## src/rtl/mux2_arb_pkg.sv

```systemverilog
// rtl/mux2_arb_pkg.sv - shared state and source encodings for the two-requester round-robin arbiter
package mux2_arb_pkg;

    typedef enum logic {EMPTY, FULL} arb_state_t;

    localparam logic SRC_A = 1'b1;
    localparam logic SRC_B = 1'b0;

endpackage

```

## src/rtl/mux2_rr_arbiter_mux2.sv

```systemverilog
// rtl/mux2_rr_arbiter_mux2.sv - n-bit 2:1 datapath mux, select=1 picks a
module mux2 #(
    parameter int n = 16
) (
    input  logic         select,
    input  logic [n-1:0] a,
    input  logic [n-1:0] b,
    output logic [n-1:0] y
);

    assign y = select ? a : b;

endmodule

```

## src/rtl/mux2_rr_arbiter.sv

```systemverilog
// rtl/mux2_rr_arbiter.sv - round-robin arbiter sharing one registered 2:1 mux between requesters A and B
// Optional burst locking via MUX2_ARB_BURST_EN (adds a_lock/b_lock ports and a lock owner).
module mux2_rr_arbiter
    import mux2_arb_pkg::*;
#(
    parameter int n = 16
) (
    input  logic         clk,
    input  logic         rst_n,
    input  logic         a_valid,
    input  logic [n-1:0] a_data,
    output logic         a_ready,
    input  logic         b_valid,
    input  logic [n-1:0] b_data,
    output logic         b_ready,
    output logic         out_valid,
    output logic [n-1:0] out_data,
    output logic         out_src,
`ifdef MUX2_ARB_BURST_EN
    input  logic         a_lock,
    input  logic         b_lock,
`endif
    input  logic         out_ready
);

    arb_state_t   state;
    logic         last_src;
    logic         a_elig;
    logic         b_elig;
    logic         grant_a;
    logic         grant_b;
    logic         can_load;
    logic         load_en;
    logic [n-1:0] mux_data;

`ifdef MUX2_ARB_BURST_EN
    logic lock_held;
    logic lock_owner;

    // While a lock is held only the owner may be granted, even when it is idle.
    assign a_elig = a_valid & (~lock_held | (lock_owner == SRC_A));
    assign b_elig = b_valid & (~lock_held | (lock_owner == SRC_B));

    always_ff @(posedge clk or negedge rst_n) begin
        if (!rst_n) begin
            lock_held  <= 1'b0;
            lock_owner <= SRC_B;
        end else if (load_en) begin
            lock_held  <= grant_a ? a_lock : b_lock;
            lock_owner <= grant_a ? SRC_A : SRC_B;
        end
    end
`else
    assign a_elig = a_valid;
    assign b_elig = b_valid;
`endif

    // On a tie the requester that did not win last time goes first.
    assign grant_a = a_elig & (~b_elig | (last_src == SRC_B));
    assign grant_b = b_elig & (~a_elig | (last_src == SRC_A));

    assign can_load = (state == EMPTY) | out_ready;
    assign load_en  = (grant_a | grant_b) & can_load;

    assign a_ready   = rst_n & grant_a & can_load;
    assign b_ready   = rst_n & grant_b & can_load;
    assign out_valid = (state == FULL);

    mux2 #(.n(n)) u_mux (
        .select (grant_a),
        .a      (a_data),
        .b      (b_data),
        .y      (mux_data)
    );

    always_ff @(posedge clk or negedge rst_n) begin
        if (!rst_n) begin
            state    <= EMPTY;
            out_data <= '0;
            out_src  <= SRC_B;
            last_src <= SRC_B;
        end else if (load_en) begin
            state    <= FULL;
            out_data <= mux_data;
            out_src  <= grant_a;
            last_src <= grant_a ? SRC_A : SRC_B;
        end else if (out_ready) begin
            state <= EMPTY;
        end
    end

endmodule

```

## config.mk

```make
export PLATFORM = sky130hd
export DESIGN_NAME = mux2_rr_arbiter
export DESIGN_NICKNAME = d
export VERILOG_FILES = /design/src/rtl/mux2_arb_pkg.sv /design/src/rtl/mux2_rr_arbiter_mux2.sv /design/src/rtl/mux2_rr_arbiter.sv
export SDC_FILE = /design/constraint.sdc
export NUM_CORES = 1
export LEC_CHECK = 0
export ABC_CLOCK_PERIOD_IN_PS = 1500
export BUFFER_PORTS_ARGS = -buffer_cell sky130_fd_sc_hd__buf_2
export CAP_MARGIN = 15
export CORE_UTILIZATION = 41
export DETAILED_ROUTE_END_ITERATION = 10
export GPL_ROUTABILITY_DRIVEN = 0
export PLACE_DENSITY = 0.78
export SYNTH_ARGS = -nofsm -noshare
export SYNTH_HDL_FRONTEND = slang
export SYNTH_SLANG_ARGS = --single-unit
export TNS_END_PERCENT = 50
```

## constraint.sdc

```tcl
create_clock -name clk -period 1.5 [get_ports clk]
set_clock_uncertainty 0.05 [all_clocks]
set_input_delay 0.3 -clock clk [delete_from_list [all_inputs] [get_ports clk]]
set_output_delay 0.3 -clock clk [all_outputs]
set_load 0.02 [all_outputs]
```

### Word-level counts from Yosys, hierarchy flattened

Index checks and enable logic that the tools add are counted.

* register bits after elaboration: 19
* word-level logic and storage cells: 24
* bits of input ports: 37

* reduce and logical (&&, ||, !) cells: 1
* bitwise gates (word level): 15
* multiplexer cells: 4

Operators by type and width (number)
* $mux W16: 1
* $and A1 B1 Y1: 7
* $not A1 Y1: 4
* $or A1 B1 Y1: 4
* $mux W1: 3
* $reduce_bool A2 Y1: 1

### Depth between registers and ports, before layout

* depth in word-level cells: 6
* mapped depth: 6
* mapped depth without buffers: 3

### By module

Synthesis repeated with hierarchy kept, for this count alone.

* cells, all modules: 64
* area total of the unflattened synthesis: 1016.0 um^2

By module, submodules not included
* mux2_rr_arbiter: instances 1, area an instance 767.0 um^2, cells each 46, seq. area each 450.4 um^2
* mux2: instances 1, area an instance 249.0 um^2, cells each 18, seq. area each 0.0 um^2

### Worst setup path before layout

OpenSTA, ideal clock, no wires.

* path type: reg-to-output
* from: register out_src (netlist name)
* to: output port a_ready
* setup slack: -111 ps
* arrival: 1261 ps
* buffers on the path: 1
* cell stages (with the launch flop): 4
* cell sequence: dfrtp_1 a21boi_2 buf_2 and3_1

RTL lines
* end, declared: line mux2_rr_arbiter.sv:12 `output logic a_ready,`

==> impl_metrics.csv <==
group,metric,value,unit
run_status,status,"finished with violations",
run_status,violations,"setup timing",
floorplanning,pin_count,57,
timing,maxSlewViolCount,0,
drt,top_layer,"met4",
worst_setup_path,cp_cell_sequence,"a21boi_4 -> and3_4 -> buf_6",
placed_design,portBuffers,56,
cts,clk_pin_slew,100,ps
pwr,p_per_area,1036,mW/mm^2
timing,rsz0062_at_grt,"yes",
synthesis,ys_ff_latch,18,
finish,nNetsFinal,198,
floorplanning,core,0.002002,sq mm
timing,tightest_slew,460.8,ps
drt,wire_per_inst,12.59,um
placed_design,hpwlAfterDp,1.714,mm
timing,post-route-worst-setup-slack,-25.90,ps
synthesis,yosysWarnings,0,
worst_setup_path,path_delay_family,"flip-flops",
drt,wl_met2,1.317,mm
synthesis,yosysUniqueCellTypes,16,
timing,post-route-period-util,101.7,%
grt,grt.overflow.total,0,
timing,max-slew-margin-rel,69.28,%
timing,hold_violations,0,
worst_setup_path,worst_ep_required_time,1150,ps
worst_setup_path,crit_path_start,"out_src",
cts,cts_buffers,3,
drt,met3WireLength,89,um
finish,area_growth,41.65,%
grt,grt_use_total,20.94,%
worst_setup_path,cp.arrival,1180,ps
pwr,ir_drop,0.4975,mV
drt,drc,0,
synthesis,syn_inst,101,
run,drv_cap,0,
cts,root_buffer,"clkbuf_4",
worst_setup_path,start_kind,"flip-flop",
floorplanning,die_y,48.65,um
drt,vias_per_cell,5.059,
worst_setup_path,cp_max_fo,3,
worst_setup_path,cp_num_buf_inv,1,
finish,fin_cells,186,
worst_setup_path,worst-setup-path-type,"flip-flop to output pin",
grt,antenna_found_initial,0,
cts,clk_latency,280,ps
synthesis,syn_nets,138,
floorplanning,die_w,48.65,um
floorplanning,fp-row-count,16,
grt,grt_pass1_vias,945,
grt,grt_pass1_wl,3.926,mm
grt,grt_max_degree,19,
drt,wl_met1,921,um
floorplanning,start_util,44.56,%
worst_setup_path,slowest_stage,"dfrtp_2",
drt,dr_total_vias,941,
hold_path,hp-class,"input pin to flip-flop",
drt,totalWireLength,2.342,mm
worst_setup_path,rr_startpoint,"out_src",
timing,setup_viol,1,
placed_design,dp.cells,181,
finish,antenna_cells,0,
finish,postLayoutCoreUtil,63.13,%
worst_setup_path,endpoint_kind,"output pin",
drt,drt-pass1-iter-count,4,
cts,cts_tree,"done",
hold_path,hp-start,"b_data[12]",
cts,clk_path_buf_depth,2,
floorplanning,die_area,0.002366,sq mm
synthesis,syn_area,892.1,sq um
synthesis,synth.avg_cell_area,8.833,sq um
cts,cts.sinks,18,
finish,drive_above_1_share,44.65,%
pwr,p_leak,0.6304,nW
cts,cts_htree_levels,1,
synthesis,ys_seq_area_share,50.49,%
timing,fmax,655.4,MHz
worst_setup_path,slowest_delay,450,ps
timing,finalCriticalPeriod,1526,ps
drt,final_antenna_net_count,0,
drt,drt_iter0_drc,9,
-- layer usage --
metal | up-vias | track usage [%]
met5 | - | 0
met4 | 0 | 7.353
met3 | 2 | 2.201
met2 | 23 | 41.20
met1 | 446 | 22.65
li1 | 470 | -
-- logic make-up after synthesis --
logic type / share of synthesized area (%)
compound gates: 25.81
flops: 50.49
buf+inv: 6.450
simple gates: 17.25
-- through the flow --
step	area [sq um]	power [mW]	setup TNS (ps)	setup WS, ps	hold WS [ps]
finish	1264	1.310	-25.90	-25.90	206.3
global route	1264	1.386	-112.4	-55.51	214.0
CTS	1260	1.311	-18.72	-18.72	202.7
detailed placement	1199	1.064	0	71.19	254.3
global placement	1199	1.055	0	126.6	243.0
floorplan	902.1	0.8920	-34.92	-34.92	-45.59
-- registers in the layout, summed over array words and instances, names as in the netlist --
| register | flops |
|---|---|
| out_src | 1 |
| out_valid | 1 |
| out_data | 16 |
-- worst reg2reg max path: cells and delay by family, from the launching register on --
kind,cells,cell delay [ps]
buffers and inverters,1,130
AOI/OAI and AO/OA,2,610
and+or+nand+nor,1,110
DFF,1,410
-- cell usage after synthesis --
| master | n | share of area [%] |
|---|---|---|
| nand2b_1 | 2 | 1.4 |
| a31oi_2 | 1 | 1.4 |
| nand2_1 | 32 | 13 |
| clkbuf_1 | 4 | 1.7 |
| dfrtp_1 | 18 | 50 |
| and3_1 | 1 | 0.70 |
| a31oi_1 | 16 | 11 |
| inv_1 | 1 | 0.42 |
| buf_6 | 3 | 3.8 |
| a21boi_2 | 1 | 1.3 |
| or2_1 | 1 | 0.70 |
| a21bo_1 | 1 | 1.1 |
| a21oi_1 | 17 | 9.5 |
| buf_2 | 1 | 0.56 |
| and2_4 | 1 | 0.98 |
| o2111a_1 | 1 | 1.3 |
-- layout make-up --
type,count,area [sq um]
repair buffers,63,347.8
well taps,27,33.78
fillers,188,738.2
flip-flops and latches,18,451.7
clock buffers,3,22.52
inverters,1,3.754
multi-input cells,74,404.1
-- cells in the final DEF, fill, tap and decap left out --
| cell type | Yosys | final |
|---|---|---|
| a21bo_1 | 1 | 1 |
| a21boi_4 | 0 | 1 |
| a21oi_1 | 17 | 17 |
| a31oi_1 | 16 | 16 |
| a31oi_2 | 1 | 1 |
| and2_4 | 1 | 1 |
| and3_4 | 0 | 1 |
| buf_2 | 1 | 54 |
| buf_4 | 0 | 6 |
| buf_6 | 3 | 2 |
| clkbuf_4 | 0 | 3 |
| dfrtp_1 | 18 | 17 |
| dfrtp_2 | 0 | 1 |
| dlygate4sd3_1 | 0 | 1 |
| inv_1 | 1 | 1 |
| nand2_1 | 32 | 32 |
| nand2b_1 | 2 | 1 |
| nand2b_4 | 0 | 1 |
| o2111a_1 | 1 | 1 |
| or2_1 | 1 | 1 |
-- power breakdown --
group | leakage [nW] | internal, mW | switching, mW
clock network | 0.0138 | 0.0930 | 0.143
logic | 0.417 | 0.185 | 0.276
registers | 0.200 | 0.565 | 0.0479
total | 0.630 | 0.843 | 0.467
-- timing repair --
| item | CTS | global route |
|---|---|---|
| gates resized for setup | 6 | 1 |
| endpoints found under the setup margin | 2 | 3 |
| buffers inserted | 1 | 0 |
| endpoints found under the hold margin | 18 | 0 |
| pin swaps | 1 | 0 |
| hold buffers | 1 | 0 |
| gates cloned | 0 | 0 |
-- path summary, 6_finish.rpt --
kind	endpoint	slack, ps	cells after the start
worst max-delay path	a_ready	-30	3
min in group asynchronous	out_data[15]	490	3
max in group asynchronous	out_src	700	3
worst min-delay path	out_data[12]	210	3
worst max register to register	out_data[2]	110	4
worst min register to register	out_data[13]	500	2
Power figures use the tool's default switching activity.
